[src/rtl/ssf_io_pkg.sv]
// Shared constants for the SSF I/O controller: data width, channel select codes
// and sticky flag bit positions.
package ssf_io_pkg;
  localparam int DATA_W = 32;

  typedef enum logic [1:0] {
    CH_IDLE     = 2'b00,
    CH0         = 2'b01,
    CH1         = 2'b10,
    CH_CONFLICT = 2'b11
  } ch_sel_e;

  localparam int FLG_UR0  = 0;
  localparam int FLG_UR1  = 1;
  localparam int FLG_OVF  = 2;
  localparam int FLG_CONF = 3;
  localparam int FLG_W    = 4;
endpackage

[src/rtl/ssf_fifo.sv]
// Wrap-around pointer FIFO with an explicit occupancy count. The caller must
// gate push on !full and pop on !empty, except push-while-full paired with a pop.
module ssf_fifo #(
  parameter int WIDTH = 32,
  parameter int DEPTH = 4
) (
  input  logic             clk,
  input  logic             rst,
  input  logic             push,
  input  logic [WIDTH-1:0] din,
  input  logic             pop,
  output logic [WIDTH-1:0] head,
  output logic             full,
  output logic             empty
);
  localparam int AW = $clog2(DEPTH);
  localparam int CW = AW + 1;

  logic [WIDTH-1:0] mem_q [DEPTH];
  logic [AW-1:0]    wptr_q, rptr_q;
  logic [CW-1:0]    cnt_q, cnt_d;

  assign full  = (cnt_q == CW'(DEPTH));
  assign empty = (cnt_q == '0);
  assign head  = mem_q[rptr_q];

  always_comb begin
    cnt_d = cnt_q;
    if (push && !pop)      cnt_d = cnt_q + 1'b1;
    else if (pop && !push) cnt_d = cnt_q - 1'b1;
  end

  always_ff @(posedge clk) begin
    if (rst) begin
      wptr_q <= '0;
      rptr_q <= '0;
      cnt_q  <= '0;
    end else begin
      if (push) wptr_q <= wptr_q + 1'b1;
      if (pop)  rptr_q <= rptr_q + 1'b1;
      cnt_q <= cnt_d;
    end
  end

  // Storage needs no reset; the count alone decides what is valid.
  always_ff @(posedge clk) begin
    if (push) mem_q[wptr_q] <= din;
  end
endmodule

[src/rtl/ssf_io_ctrl.sv]
// Two-channel input buffering towards a processor and a tagged output FIFO
// towards a downstream sink, with sticky error flags.
module ssf_io_ctrl
  import ssf_io_pkg::*;
#(
  parameter int IN_DEPTH  = 4,
  parameter int OUT_DEPTH = 4
) (
  input  logic                     clk,
  input  logic                     rst,
  input  logic signed [DATA_W-1:0] src_data,
  input  logic                     src_chan,
  input  logic                     src_valid,
  output logic                     src_ready,
  input  logic [1:0]               proc_req_in,
  output logic signed [DATA_W-1:0] proc_in,
  input  logic signed [DATA_W-1:0] proc_io_out,
  input  logic [1:0]               proc_out_en,
  output logic [DATA_W-1:0]        snk_data,
  output logic                     snk_chan,
  output logic                     snk_valid,
  input  logic                     snk_ready,
  input  logic                     clr_flags,
  output logic [FLG_W-1:0]         flags
);
  logic [1:0]              in_push, in_pop, in_full, in_empty, req_sel;
  logic [1:0][DATA_W-1:0]  in_head;
  logic                    out_push_req, out_push, out_pop, out_full, out_empty;
  logic [DATA_W:0]         out_word, out_head;
  logic [DATA_W-1:0]       proc_in_q, proc_in_d;
  logic [FLG_W-1:0]        flags_q, flags_d, flag_set;

  assign req_sel[0] = (proc_req_in == CH0);
  assign req_sel[1] = (proc_req_in == CH1);

  // Handshakes are suppressed during reset so nothing completes in that cycle.
  assign src_ready = !in_full[src_chan] && !rst;

  for (genvar c = 0; c < 2; c++) begin : g_in
    assign in_push[c] = src_valid && src_ready && (src_chan == 1'(c));
    assign in_pop[c]  = req_sel[c] && !in_empty[c] && !rst;

    ssf_fifo #(.WIDTH(DATA_W), .DEPTH(IN_DEPTH)) u_fifo (
      .clk   (clk),
      .rst   (rst),
      .push  (in_push[c]),
      .din   (src_data),
      .pop   (in_pop[c]),
      .head  (in_head[c]),
      .full  (in_full[c]),
      .empty (in_empty[c])
    );
  end

  assign out_push_req = (proc_out_en == CH0) || (proc_out_en == CH1);
  assign out_word     = {proc_out_en == CH1, proc_io_out};
  assign snk_valid    = !out_empty && !rst;
  assign out_pop      = snk_valid && snk_ready;
  // A full FIFO still takes a word when the sink drains one in the same cycle.
  assign out_push     = out_push_req && (!out_full || out_pop) && !rst;

  ssf_fifo #(.WIDTH(DATA_W + 1), .DEPTH(OUT_DEPTH)) u_out_fifo (
    .clk   (clk),
    .rst   (rst),
    .push  (out_push),
    .din   (out_word),
    .pop   (out_pop),
    .head  (out_head),
    .full  (out_full),
    .empty (out_empty)
  );

  assign snk_data = out_head[DATA_W-1:0];
  assign snk_chan = out_head[DATA_W];

  always_comb begin
    proc_in_d = proc_in_q;
    if (in_pop[0])      proc_in_d = in_head[0];
    else if (in_pop[1]) proc_in_d = in_head[1];
  end

  always_comb begin
    flag_set           = '0;
    flag_set[FLG_UR0]  = req_sel[0] && in_empty[0];
    flag_set[FLG_UR1]  = req_sel[1] && in_empty[1];
    flag_set[FLG_OVF]  = out_push_req && out_full && !out_pop;
    flag_set[FLG_CONF] = (proc_req_in == CH_CONFLICT) || (proc_out_en == CH_CONFLICT);
    // A new event beats a simultaneous clear.
    flags_d = (clr_flags ? '0 : flags_q) | flag_set;
  end

  always_ff @(posedge clk) begin
    if (rst) begin
      proc_in_q <= '0;
      flags_q   <= '0;
    end else begin
      proc_in_q <= proc_in_d;
      flags_q   <= flags_d;
    end
  end

  assign proc_in = proc_in_q;
  assign flags   = flags_q;
endmodule

[config.mk]
export PLATFORM = sky130hd
export DESIGN_NAME = ssf_io_ctrl
export DESIGN_NICKNAME = d
export VERILOG_FILES = /design/src/rtl/ssf_io_pkg.sv /design/src/rtl/ssf_fifo.sv /design/src/rtl/ssf_io_ctrl.sv
export SDC_FILE = /design/constraint.sdc
export NUM_CORES = 1
export LEC_CHECK = 0
export CAP_MARGIN = 25
export CELL_PAD_IN_SITES_DETAIL_PLACEMENT = 1
export CELL_PAD_IN_SITES_GLOBAL_PLACEMENT = 1
export CORE_ASPECT_RATIO = 0.75
export CORE_MARGIN = 5
export CORE_UTILIZATION = 52
export CTS_BUF_LIST = sky130_fd_sc_hd__clkbuf_8
export DETAILED_ROUTE_END_ITERATION = 16
export DONT_BUFFER_PORTS = 1
export PLACE_DENSITY = 0.81
export RECOVER_POWER = 50
export SLEW_MARGIN = 20
export SYNTH_ARGS = -nofsm -noshare
export SYNTH_HDL_FRONTEND = slang
export SYNTH_HIERARCHICAL = 1
export SYNTH_SLANG_ARGS = --single-unit
export TNS_END_PERCENT = 50
[constraint.sdc]
create_clock -name clk -period 2.9 [get_ports clk]
set_input_delay 0.29 -clock clk [delete_from_list [all_inputs] [get_ports clk]]
set_output_delay 0.29 -clock clk [all_outputs]
set_load 0.01 [all_outputs]
; After elaboration in Yosys (flattened, before gate mapping)
; Memories as Yosys holds them, arrays and structs flattened. A register that Yosys moved wholly into a read port is not among the register bits.
; Cells that the tools add are included.
[op_classes]
n_addsub = 12
n_lt_le_gt_ge = 1
n_eq_ne = 9
muxes = 23
bitwise_logic = 2
n_reduce_logical = 44
[ops]
columns = operator, count
row1 = $mux W32, 2
row2 = $logic_and A1 B1 Y1, 22
row3 = $mux W3, 6
row4 = $add A2 B1 Y2 const B, 6
row5 = $logic_not A1 Y1, 12
row6 = $mux W2, 6
row7 = $add A3 B1 Y3 const B, 3
row8 = $eq A3 B3 Y1 const B, 3
row9 = $logic_not A3 Y1, 3
row10 = $sub A3 B1 Y3 const B, 3
row11 = $eq A2 B2 Y1 const B, 4
row12 = $mux W1, 8
row13 = $reduce_bool A2 Y1, 4
row14 = $eq A2 B1 Y1 const B, 2
row15 = $mux W4, 1
row16 = $or A4 B4 Y4, 1
row17 = $logic_or A1 B1 Y1, 3
row18 = $lt A1 B2 Y1 const B, 1
row19 = $not A1 Y1, 1
[totals]
regBits = 57
ramBits = 388
in_bits = 74
output_inout_bits = 71
wordCells = 105
n_memories = 3
[memory_table]
columns = name, depth, word_bits, rd, rd_ports_with_merged_regs, wr, line
row1 = u_out_fifo.mem_q, 4, 33, 1, 1, 1, ssf_fifo.sv:19  ; logic [WIDTH-1:0] mem_q [DEPTH];
row2 = g_in[0].u_fifo.mem_q, 4, 32, 1, 1, 1, ssf_fifo.sv:19
row3 = g_in[1].u_fifo.mem_q, 4, 32, 1, 1, 1, ssf_fifo.sv:19

; Logic depth before layout (Yosys ltp)
[depth]
word_depth = 11
mapped_depth = 12
ltp_nobuf = 10

; By module
; Netlist, hierarchy kept.
[modules_own_cells]
columns = mod, instances, cells_each, area_per_inst_um2, seq_area_each_um2
row1 = ssf_fifo at g_in[0].u_fifo ..., 2, 211, 5087.4, 4023.9
row2 = ssf_fifo at u_out_fifo, 1, 217, 5237.5, 4144.0
row3 = ssf_io_ctrl, 1, 215, 1896.8, 720.7

; Least setup slack after synthesis
; OpenSTA, ideal clock, no wires.
[synth_timing]
path_type = input to register
from = input rst
to = register g_in[0].u_fifo.cnt_q[2]
setup_time_ps = 70
arrival_time_ps = 2675
t_required_ps = 2830
slack_ps = 155
cell_stages = 9
n_path_buf = 2
cell_sequence = clkbuf_2 clkbuf_1 nor4b_1 ha_1 inv_1 fa_1 xor2_1 or3_1 a21oi_1
[synth_via]
elab_chain_len = 7
elab_cells_between_ends = 11
classes_between = mux (1) / reduce/logical (10)
[synth_lines]
columns = element, line
row1 = "start, declared", ssf_io_ctrl.sv:10  ; input logic rst,
row2 = $logic_not A1 Y1 (*), ssf_io_ctrl.sv:37  ; assign src_ready = !in_full[src_chan] && !rst;
row3 = $logic_and A1 B1 Y1 (*), ssf_io_ctrl.sv:37
row4 = $logic_and A1 B1 Y1 (*) (2 in a row), ssf_io_ctrl.sv:40  ; assign in_push[c] = src_valid && src_ready && (src_chan == 1'(c));
row5 = via in_push[0], ssf_io_ctrl.sv:26  ; logic [1:0] in_push, in_pop, in_full, in_empty, req_sel;
row6 = $logic_not A1 Y1, ssf_fifo.sv:30  ; else if (pop && !push) cnt_d = cnt_q - 1'b1;
row7 = $logic_and A1 B1 Y1, ssf_fifo.sv:30
row8 = $reduce_bool A2 Y1 (no line), n/a
row9 = "end signal, assigned", ssf_fifo.sv:41  ; cnt_q <= cnt_d;
row10 = "end, declared", ssf_fifo.sv:21  ; logic [CW-1:0] cnt_q, cnt_d;
; The timed path passes the listed nets; every way through them passes the cells marked *.
; A chain may end at the register's enable or synchronous reset.

; Worst setup path after layout
[layout_timing]
from = register u_out_fifo.cnt_q[1]
to = register u_out_fifo.cnt_q[2]
[layout_via]
elab_chain_len = 10
elab_cells_between_ends = 18
classes_between = add/sub (2) / eq/ne (1) / mux (2) / reduce/logical (13)
[layout_lines]
columns = element, line
row1 = "start, declared", ssf_fifo.sv:21
row2 = "start signal, assigned", ssf_fifo.sv:41
row3 = $logic_not A3 Y1 (*), ssf_fifo.sv:24  ; assign empty = (cnt_q == '0);
row4 = via out_empty, ssf_io_ctrl.sv:28  ; logic out_push_req, out_push, out_pop, out_full, out_empty;
row5 = $logic_not A1 Y1 (*), ssf_io_ctrl.sv:57  ; assign snk_valid = !out_empty && !rst;
row6 = $logic_and A1 B1 Y1 (*), ssf_io_ctrl.sv:57
row7 = via snk_valid, ssf_io_ctrl.sv:21  ; output logic snk_valid,
row8 = $logic_and A1 B1 Y1 (*), ssf_io_ctrl.sv:58  ; assign out_pop = snk_valid && snk_ready;
row9 = via out_pop, ssf_io_ctrl.sv:28
row10 = $logic_or A1 B1 Y1, ssf_io_ctrl.sv:60  ; assign out_push = out_push_req && (!out_full || out_pop) && !rst;
row11 = $logic_and A1 B1 Y1 (2 in a row), ssf_io_ctrl.sv:60
row12 = $logic_not A1 Y1, ssf_fifo.sv:30
row13 = $logic_and A1 B1 Y1, ssf_fifo.sv:30
row14 = $reduce_bool A2 Y1 (no line), n/a
; The timed path passes the listed nets; every way through them passes the cells marked *. The select of a mux whose other input is x is not followed.

==> qor.csv <==
metric,value,unit
crit path capture type,flip-flop,
Mean Syn Cell Area,20.3,µm²
worst rel slew slack,24.9,%
worst vdd ir,0.368,mV
clock latency on the worst-skew pair,0.61,ns
Hold Path Depth,2,
post-route minimum period,2.49,ns
largest cells by area after synthesis,"edfxtp_1, mux4_2, dfxtp_1, a311oi_2, nand2_1",
CP max-delay cell,fa_1,
"Net count, final",1083,
Hold Slack,0.0717,ns
HPWL after DPL,22800,µm
CTS buffer count,69,
critical path data required time,3.42,ns
clock transition at the registers of the reported paths,0.06,ns
final setup TNS,0,ns
Clock Tree Root,clkbuf_8,
Final setup viols,0,
GR Layer Usage met3,6.61,%
Worst Hold Class,primary input to flip-flop,
Core Region,0.0326,mm²
R2R depth,10,
DRC viols,0,
initial DRC count,691,
M2 GR Usage,35.6,%
wire per inst,27.1,µm
Vias/cell,5.83,
share of post-route cells with drive strength above 1,23.6,%
Die Span Y,168,µm
Clock Sinks,451,
Final GP Congestion,0.704,
RSZ-0062 raised after global routing,false,
"Cell Area, Synth",0.0173,mm²
leakage,6.40,nW
routed via count,8653,
"count leader, synth",edfxtp_1,
post-synth top area share,67.3,%
Post-synth ARST share,0,%
Synth Instances,854,
"worst slack, placed",0.413,ns
num ports,145,
Yosys Warn Count,6,
Critical Path Fanout Max,4,
setup ws final,0.408,ns
measured slew at the worst slew-check pin,1.13,ns
Synth cell types,38,
TritonRoute pass-1 iters,5,
cell taking the most area after synthesis,edfxtp_1,
largest net degree at the start of global routing,61,
number of global-route vias before repair,9605,
status,"finished, final reports clean",
CP Launch Type,flip-flop,
Synth Register Bits,451,
Hold Fails Final Rpt,0,
most used cell along the critical path,inv_1,
Final Max Tran Viols,0,
grt ovf,0,
first-pass GRT wire length,61300,µm
Crit path largest cell delay,0.37,ns
filler cell count,2794,
CTS tree,built,
PortBufs,0,
initial core utilization,53.1,%
max cap viols,0,
fin crit share,85.9,%
Clock Skews,0.0418,ns
register area share after synthesis,74.6,%
Max H-tree Level,3,
PD cells,694,mW/mm²
number of synthesized flops with an enable pin,388,
maximum clock frequency,401,MHz
post-CTS setup buffers,0,
syn_nets,948,
Syn-to-layout area delta,14.5,%
busiest grt layer,met2,
die area,0.0371,mm²
Die Span X,221,µm
FP Rows,57,
Clock Tree Buf Depth,3,
data arrival time of the worst path,3.01,ns
critical path type,flip-flop to flip-flop,
detailed-route wire length,40200,µm
Final ANT Viol Nets,0,
cells along the critical path,nor3_1 > nor2_1 > and2_0 > inv_1 > ha_1 > inv_1 > fa_1 > xor2_1 > or3_1 > a21oi_1,
synth cell count leaders,"edfxtp_1, mux4_2, nand2_1",
"Primary FF master, synth",edfxtp_1,
initial antenna violation count,3,
grt met1 use,30.1,%
GRT Total Usage,22.2,%
[sequential cells by signal (all words and copies together) (netlist names), named ones only]
name,count
g_in.u_fifo/mem_q,256
g_in.u_fifo/cnt_q,6
u_out_fifo/mem_q,132
g_in.u_fifo/wptr_q,4
u_out_fifo/rptr_q,2
proc_in,32
u_out_fifo/cnt_q,3
g_in.u_fifo/rptr_q,4
u_out_fifo/wptr_q,2
flags,4
[cell usage in the layout, fill, tap and decap left out, types with 4 or more instances in the layout]
| cell | instances |
|---|---|
| clkbuf_8 | 78 |
| ha_1 | 17 |
| mux4_1 | 7 |
| a21oi_1 | 4 |
| buf_4 | 29 |
| clkinv_1 | 12 |
| xor2_1 | 9 |
| nor2_1 | 25 |
| clkinvlp_4 | 4 |
| nand2_1 | 68 |
| and2_1 | 10 |
| nor3_1 | 35 |
| xnor2_1 | 6 |
| mux4_2 | 90 |
| dlygate4sd3_1 | 73 |
| mux2i_1 | 6 |
| a311oi_2 | 29 |
| edfxtp_1 | 388 |
| dfxtp_1 | 60 |
| clkbuf_1 | 5 |
| inv_1 | 40 |
[path summary, 6_finish.rpt]
| path | startpoint | end | slack [ns] |
|---|---|---|---|
| max | u_out_fifo/cnt_q[1]$_SDFFE_PP0P_ | u_out_fifo/cnt_q[2]$_SDFFE_PP0P_ | 0.41 |
| min | rst | flags[1]$_SDFF_PP0_ | 0.07 |
| max reg2reg | u_out_fifo/cnt_q[1]$_SDFFE_PP0P_ | u_out_fifo/cnt_q[2]$_SDFFE_PP0P_ | 0.41 |
| min reg2reg | g_in[1].u_fifo/cnt_q[2]$_SDFFE_PP0P_ | g_in[1].u_fifo/cnt_q[2]$_SDFFE_PP0P_ | 0.52 |
[through the flow]
| stage | instance area [µm²] | util (%) | instances | total power, W |
|---|---|---|---|---|
| 2_1_floorplan | 17300 | - | 854 | 0.00856 |
| 3_3_place_gp | 17800 | 54.6 | 1286 | 0.00877 |
| 3_5_place_dp | 17800 | 54.6 | 1286 | 0.00885 |
| 4_1_cts | 19800 | 60.9 | 1482 | 0.0139 |
| 5_1_grt | 19800 | 60.8 | 1483 | 0.0144 |
| 6_report | 19800 | 60.8 | 1483 | 0.0137 |
[per-layer routing]
layer | wire length, µm | up-vias | share of wire [%]
li1 | - | 3712 | -
met1 | 17000 | 4607 | 42
met2 | 19900 | 270 | 49
met3 | 2760 | 60 | 6.9
met4 | 618 | 4 | 1.5
met5 | 19 | - | 0.047
[worst max-delay path, delay by kind of cell, from the launching register on]
| kind | cells | cell delay (ns) |
|---|---|---|
| adders and majority gates | 2 | 0.56 |
| DFF | 1 | 0.35 |
| AOI/OAI and AO/OA | 1 | 0.17 |
| and+or+nand+nor | 4 | 1.00 |
| buffers and inverters | 2 | 0.16 |
| xor gates and xnor gates | 1 | 0.18 |
[power by group]
part	switching (W)	total [W]	internal (W)
clock	0.00241	0.00487	0.00247
combinational	0.000755	0.00134	0.000590
sequential	0.000222	0.00753	0.00731
[timing repair]
item	in CTS	in global routing
gates resized for setup	0	0
endpoints found under the hold margin	451	0
endpoints found under the setup margin	0	0
hold buffers	74	0
[logic make-up after synthesis]
logic type	count (synthesis)	synth area share, %
buf+inv	64	2.62
simple gates	157	4.21
flops	451	74.6
compound gates	44	3.11
xor+xnor	15	0.759
fa+ha+maj	20	1.58
mux	103	13.1
[area by class of cell]
| cell class | count | area (µm²) | area share, % |
|---|---|---|---|
| diodes | 1 | 2.50 | 0.0126 |
| clock buffers | 78 | 1070 | 5.42 |
| clock inverters | 44 | 193 | 0.972 |
| inverters | 17 | 68.8 | 0.347 |
| multi-input cells | 339 | 3960 | 20.0 |
| flip-flops and latches | 451 | 12900 | 65.2 |
| well taps | 442 | 553 | 2.79 |
| repair buffers | 111 | 1050 | 5.32 |
(Power assumes the default switching activity.)
